===== src/rtl/adder_pkg.sv =====
// adder_pkg: FSM state encoding, mode constants and sizing helper shared by the serial adder.
`default_nettype none

package adder_pkg;

   typedef enum logic [1:0] {
      ST_IDLE = 2'd0,
      ST_RUN  = 2'd1,
      ST_FIN  = 2'd2
   } state_e;

   localparam logic MODE_ADD = 1'b0;
   localparam logic MODE_SUB = 1'b1;

   // Digit counter width; a single-slice operation still needs a 1-bit counter.
   function automatic int cnt_width(input int n);
      return (n <= 2) ? 1 : $clog2(n);
   endfunction

endpackage

`default_nettype wire


===== src/rtl/digit_adder.sv =====
// digit_adder: W-bit ripple-carry slice adder; also exposes the carry into its MSB for overflow detection.
`default_nettype none

module digit_adder #(
   parameter int W = 1
) (
   input  logic [W-1:0] a_i,
   input  logic [W-1:0] b_i,
   input  logic         cin_i,
   output logic [W-1:0] sum_o,
   output logic         cout_o,
   output logic         cmsb_o
);

   logic [W:0] carry;

   always_comb begin
      carry    = '0;
      sum_o    = '0;
      carry[0] = cin_i;
      for (int i = 0; i < W; i++) begin
         sum_o[i]     = a_i[i] ^ b_i[i] ^ carry[i];
         carry[i+1]   = (a_i[i] & b_i[i]) | (carry[i] & (a_i[i] ^ b_i[i]));
      end
   end

   assign cout_o = carry[W];
   assign cmsb_o = carry[W-1];

endmodule

`default_nettype wire


===== src/rtl/serial_adder_n.sv =====
// serial_adder_n: digit-serial adder/subtractor processing DIGIT bits per cycle, LSB slice first.
`default_nettype none

module serial_adder_n
   import adder_pkg::*;
#(
   parameter int WIDTH = 8,
   parameter int DIGIT = 1
) (
   input  logic             clk,
   input  logic             rst_n,
   input  logic             start_i,
   input  logic             mode_i,
   input  logic [WIDTH-1:0] a_i,
   input  logic [WIDTH-1:0] b_i,
   input  logic             cin_i,
   output logic             busy_o,
   output logic             done_o,
   output logic [WIDTH-1:0] s_o,
   output logic             cout_o,
   output logic             ovf_o
);

   localparam int N  = WIDTH / DIGIT;
   localparam int CW = cnt_width(N);
   localparam logic [CW-1:0] LAST = CW'(N - 1);

   generate
      if (WIDTH < 2 || WIDTH > 64) begin : g_bad_width
         $error("serial_adder_n: WIDTH must be in 2..64");
      end
      if (DIGIT < 1 || (WIDTH % DIGIT) != 0) begin : g_bad_digit
         $error("serial_adder_n: DIGIT must divide WIDTH exactly");
      end
   endgenerate

   state_e           state_q;
   logic [WIDTH-1:0] a_q;
   logic [WIDTH-1:0] b_q;
   logic [WIDTH-1:0] acc_q;
   logic             carry_q;
   logic [CW-1:0]    cnt_q;

   logic [DIGIT-1:0] sl_sum;
   logic             sl_cout;
   logic             sl_cmsb;
   logic [WIDTH-1:0] acc_d;
   logic [WIDTH-1:0] b_eff;
   logic             cin_eff;

   // Subtraction is A + ~B + 1: B is inverted once at launch, carry seeded to 1.
   assign b_eff   = (mode_i == MODE_SUB) ? ~b_i : b_i;
   assign cin_eff = (mode_i == MODE_SUB) ? 1'b1 : cin_i;

   digit_adder #(
      .W (DIGIT)
   ) u_digit (
      .a_i    (a_q[DIGIT-1:0]),
      .b_i    (b_q[DIGIT-1:0]),
      .cin_i  (carry_q),
      .sum_o  (sl_sum),
      .cout_o (sl_cout),
      .cmsb_o (sl_cmsb)
   );

   // New slice enters at the top; after N shifts the LSB slice sits at bit 0.
   assign acc_d = WIDTH'({sl_sum, acc_q} >> DIGIT);

   always_ff @(posedge clk or negedge rst_n) begin
      if (!rst_n) begin
         state_q <= ST_IDLE;
         a_q     <= '0;
         b_q     <= '0;
         acc_q   <= '0;
         carry_q <= 1'b0;
         cnt_q   <= '0;
         busy_o  <= 1'b0;
         done_o  <= 1'b0;
         s_o     <= '0;
         cout_o  <= 1'b0;
         ovf_o   <= 1'b0;
      end else begin
         case (state_q)
            ST_IDLE: begin
               if (start_i) begin
                  a_q     <= a_i;
                  b_q     <= b_eff;
                  carry_q <= cin_eff;
                  cnt_q   <= '0;
                  busy_o  <= 1'b1;
                  state_q <= ST_RUN;
               end
            end
            ST_RUN: begin
               a_q     <= a_q >> DIGIT;
               b_q     <= b_q >> DIGIT;
               acc_q   <= acc_d;
               carry_q <= sl_cout;
               cnt_q   <= cnt_q + 1'b1;
               if (cnt_q == LAST) begin
                  cnt_q   <= '0;
                  busy_o  <= 1'b0;
                  done_o  <= 1'b1;
                  s_o     <= acc_d;
                  cout_o  <= sl_cout;
                  ovf_o   <= sl_cmsb ^ sl_cout;
                  state_q <= ST_FIN;
               end
            end
            ST_FIN: begin
               done_o <= 1'b0;
               if (start_i) begin
                  a_q     <= a_i;
                  b_q     <= b_eff;
                  carry_q <= cin_eff;
                  cnt_q   <= '0;
                  busy_o  <= 1'b1;
                  state_q <= ST_RUN;
               end else begin
                  state_q <= ST_IDLE;
               end
            end
            default: begin
               busy_o  <= 1'b0;
               done_o  <= 1'b0;
               state_q <= ST_IDLE;
            end
         endcase
      end
   end

endmodule

`default_nettype wire


===== config.mk =====
export PLATFORM = sky130hd
export DESIGN_NAME = serial_adder_n
export DESIGN_NICKNAME = d
export VERILOG_FILES = /design/src/rtl/adder_pkg.sv /design/src/rtl/digit_adder.sv /design/src/rtl/serial_adder_n.sv
export SDC_FILE = /design/constraint.sdc
export NUM_CORES = 1
export LEC_CHECK = 0
export ABC_AREA = 1
export CORE_MARGIN = 10
export CORE_UTILIZATION = 40
export CTS_BUF_LIST = sky130_fd_sc_hd__clkbuf_4 sky130_fd_sc_hd__clkbuf_8
export CTS_CLUSTER_DIAMETER = 80
export DETAILED_ROUTE_END_ITERATION = 10
export PLACE_DENSITY = 0.61
export SYNTH_ARGS = -nofsm -noshare
export SYNTH_HDL_FRONTEND = slang
export SYNTH_SLANG_ARGS = --single-unit

===== constraint.sdc =====
create_clock -name clk -period 1.26 [get_ports clk]
set_input_delay 0.252 -clock clk [delete_from_list [all_inputs] [get_ports clk]]
set_output_delay 0.252 -clock clk [all_outputs]
set_load 0.01 [all_outputs]

==> results.json <==
{
  "num_vias": 1561,
  "detail-route-antenna-nets": 0,
  "ys_ff_latch": 41,
  "fill_cells": 446,
  "max_stage_delay_ns": 0.37,
  "drt-total-wl_mm": 4.098,
  "fin_nets": 314,
  "via_per_inst": 4.360,
  "violations": "negative setup slack",
  "r2r_slack_ns": -0.01,
  "synth.largest_area_cell": "dfrtp_1",
  "grt_pass1_wl_mm": 6.948,
  "pre_cts_slack_ns": -0.09460,
  "die_w_um": 90.68,
  "required_ns": 1.45,
  "synth_cells": 241,
  "grt-ovfl-total": 0,
  "coreArea_sq_um": 4786,
  "maxCapViolCount": 0,
  "fin_cells": 358,
  "yosysSeqAreaShare_pct": 51.35,
  "die_h_um": 90.68,
  "p_per_area_nw_per_um2": 2261,
  "start_util_pct": 41.75,
  "hold_ws_ns": 0.4491,
  "avgRoutedWirePerCell_um": 11.45,
  "ys_top_cells_by_area": "dfrtp_1 (51%), nand2_1 (20%), inv_1 (5.3%)",
  "die-area_sq_um": 8223,
  "cts_tree": "built",
  "io_pins": 33,
  "numCtsBuffers": 5,
  "finClkSkew_ns": 0.005524,
  "cts_root_buf": "clkbuf_8",
  "peakVddDrop_mv": 0.9271,
  "placed_cells": 343,
  "mappedNetlistArea_sq_um": 1998,
  "grt_pass1_vias": 1553,
  "synth.distinct_cells": 21,
  "finalSetupViolations": 4,
  "crit_fanout": 8,
  "antenna_found_initial": 0,
  "syn-num-nets": 265,
  "drc": 0,
  "power.leakage_nw": 1.403,
  "worstSetupPathType": "register to register",
  "crit_chain": "ha_2, ha_4, nand2_8, buf_12, buf_12, nand2_2, o21ai_2",
  "setup.worst_path.start_class": "register",
  "synth-edff-count": 0,
  "worst_slew_pin_slew_ns": 0.2198,
  "rsz0062_at_grt": "true",
  "hpwl_mm": 2.924,
  "portBuffers": 32,
  "slowest_stage": "dfrtp_1",
  "drive_gt1_share_pct": 21.99,
  "synthTopCellsByCount": "nand2_1 (108), dfrtp_1 (41), inv_1 (28)",
  "slew_viol_final": 0,
  "ys.flop_type": "dfrtp_1",
  "gp_congestion": 0.7340,
  "cp_common_cell": "buf_12",
  "syn_avg_cell_area_sq_um": 8.291,
  "synth_top_area_share_pct": 51.35,
  "setup_ws_ns": -0.01179,
  "end_kind": "register",
  "clk_path_buf_depth": 2,
  "grt_max_degree": 42,
  "area_growth_pct": 37.07,
  "insertedDiodeCount": 0,
  "htreeDepth": 2,
  "yosysMostFrequentCell": "nand2_1",
  "cts_sinks": 41,
  "max_freq_mhz": 786.3,
  "grt.total_usage_pct": 10.18,
  "finalHoldViolCount": 0,
  "worstSkewPairLatency_ns": 0.29,
  "drtIter0Drc": 43,
  "yosys_warnings": 0,
  "maxSlewHeadroom_pct": 85.35,
  "synthArstFlopShare_pct": 100.0,
  "fp-row-count": 25,
  "fin_crit_ns": 1.272,
  "critPathArrivalTime_ns": 1.46,
  "status": "finished with violations",
  "fin_crit_sh_pct": 100.9,
  "path_clk_slew_ns": 0.07,
  "hp-class": "input pin to asynchronous set/reset pin",
  "final_cell_area_sq_um": 2739,
  "firstDrtPassIters": 4,
  "placed_cell_area_sq_um": 2467
}
[logic make-up (layout without fill, tap and decap cells)]
group           after synthesis  count (layout)  share of synthesized area (%)
simple gates                124             124                          25.49
buf+inv                      42              92                          11.08
flops                        41              41                          51.35
compound gates               29              29                          8.955
fa+ha+maj                     3               3                          2.254
xor+xnor                      2               2                         0.8768
[per-layer routing]
| layer | share of wire (%) | global-route usage [%] |
|---|---|---|
| met3 | 4.3 | 3.658 |
| met4 | 1.3 | 3.581 |
| met2 | 46 | 15.75 |
| met5 | 0 | 0 |
| met1 | 48 | 12.69 |
[worst paths after layout]
kind | start | endpoint | cells after the start
setup / recovery | cnt_q[0]$_DFFE_PN0P_ | s_o[2]$_DFFE_PN0P_ | 7
hold / removal | rst_n | a_q[7]$_DFFE_PN0P_ | 3
setup reg to reg | cnt_q[0]$_DFFE_PN0P_ | s_o[2]$_DFFE_PN0P_ | 7
hold reg to reg | a_q[4]$_DFFE_PN0P_ | a_q[4]$_DFFE_PN0P_ | 2
max in group asynchronous | rst_n | a_q[1]$_DFFE_PN0P_ | 3
min in group clk | a_q[4]$_DFFE_PN0P_ | a_q[4]$_DFFE_PN0P_ | 2
[cells in the final DEF (no fill, tap or decap), types with 2 or more instances in the layout]
cell type	Yosys	final
buf_12	0	6
o21ai_2	9	10
nand2_2	1	4
nand2_4	3	9
clkinv_2	0	2
nand3_1	9	9
clkdlybuf4s50_1	0	19
nand2_1	108	98
clkdlybuf4s15_1	0	6
o21ai_1	4	4
dfrtp_1	41	40
o21ai_0	16	15
clkbuf_8	0	5
buf_4	2	12
inv_1	28	27
inv_2	1	2
dlygate4sd2_1	0	6
[where the power goes]
part	internal (mW)	total [mW]	switching (mW)
combinational	1.44	3.06	1.62
clock	0.405	0.845	0.439
sequential	1.91	2.29	0.382
[per-stage QoR]
stage          total power [mW]  utilization [%]  TNS (ns)
2_1_floorplan             4.047                -         0
4_1_cts                   5.906            55.06         0
6_report                  6.193            57.23  -0.02167
3_3_place_gp              4.958            51.56   -0.4927
3_5_place_dp              5.029            51.56    -1.049
5_1_grt                   6.747            57.23   -0.3573
[cell type report]
cell class,count,area [sq um],share of cell area [%]
multi-input cells,158,850.8,31.06
repair buffers,53,566.8,20.69
well taps,67,83.83,3.061
clock inverters,2,10.01,0.3655
inverters,31,123.9,4.523
flip-flops and latches,41,1027,37.51
clock buffers,6,76.32,2.787
[worst max-delay path, delay by kind of cell (launching register included)]
family	cells	cell delay [ns]
simple gates	2	0.12
flops	1	0.37
buf+inv	2	0.26
fa+ha+maj	2	0.37
compound gates	1	0.04
[registers in the layout (all words and copies together), names as in the netlist]
signal and flops:
state_q 2, cout_o 1, s_o 8, ovf_o 1
busy_o 1, b_q 8, cnt_q 3, done_o 1
carry_q 1, a_q 8, acc_q 7
[repair_timing]
action / in CTS / in global routing
hold buffers: 1 / 0
cloned: 1 / 0
setup buffers: 2 / 4
endpoints found under the setup margin: 24 / 13
resized for setup: 20 / 28
hold endpoints to repair: 41 / 0
pin swaps: 4 / 3
(Power assumes the default switching activity.)
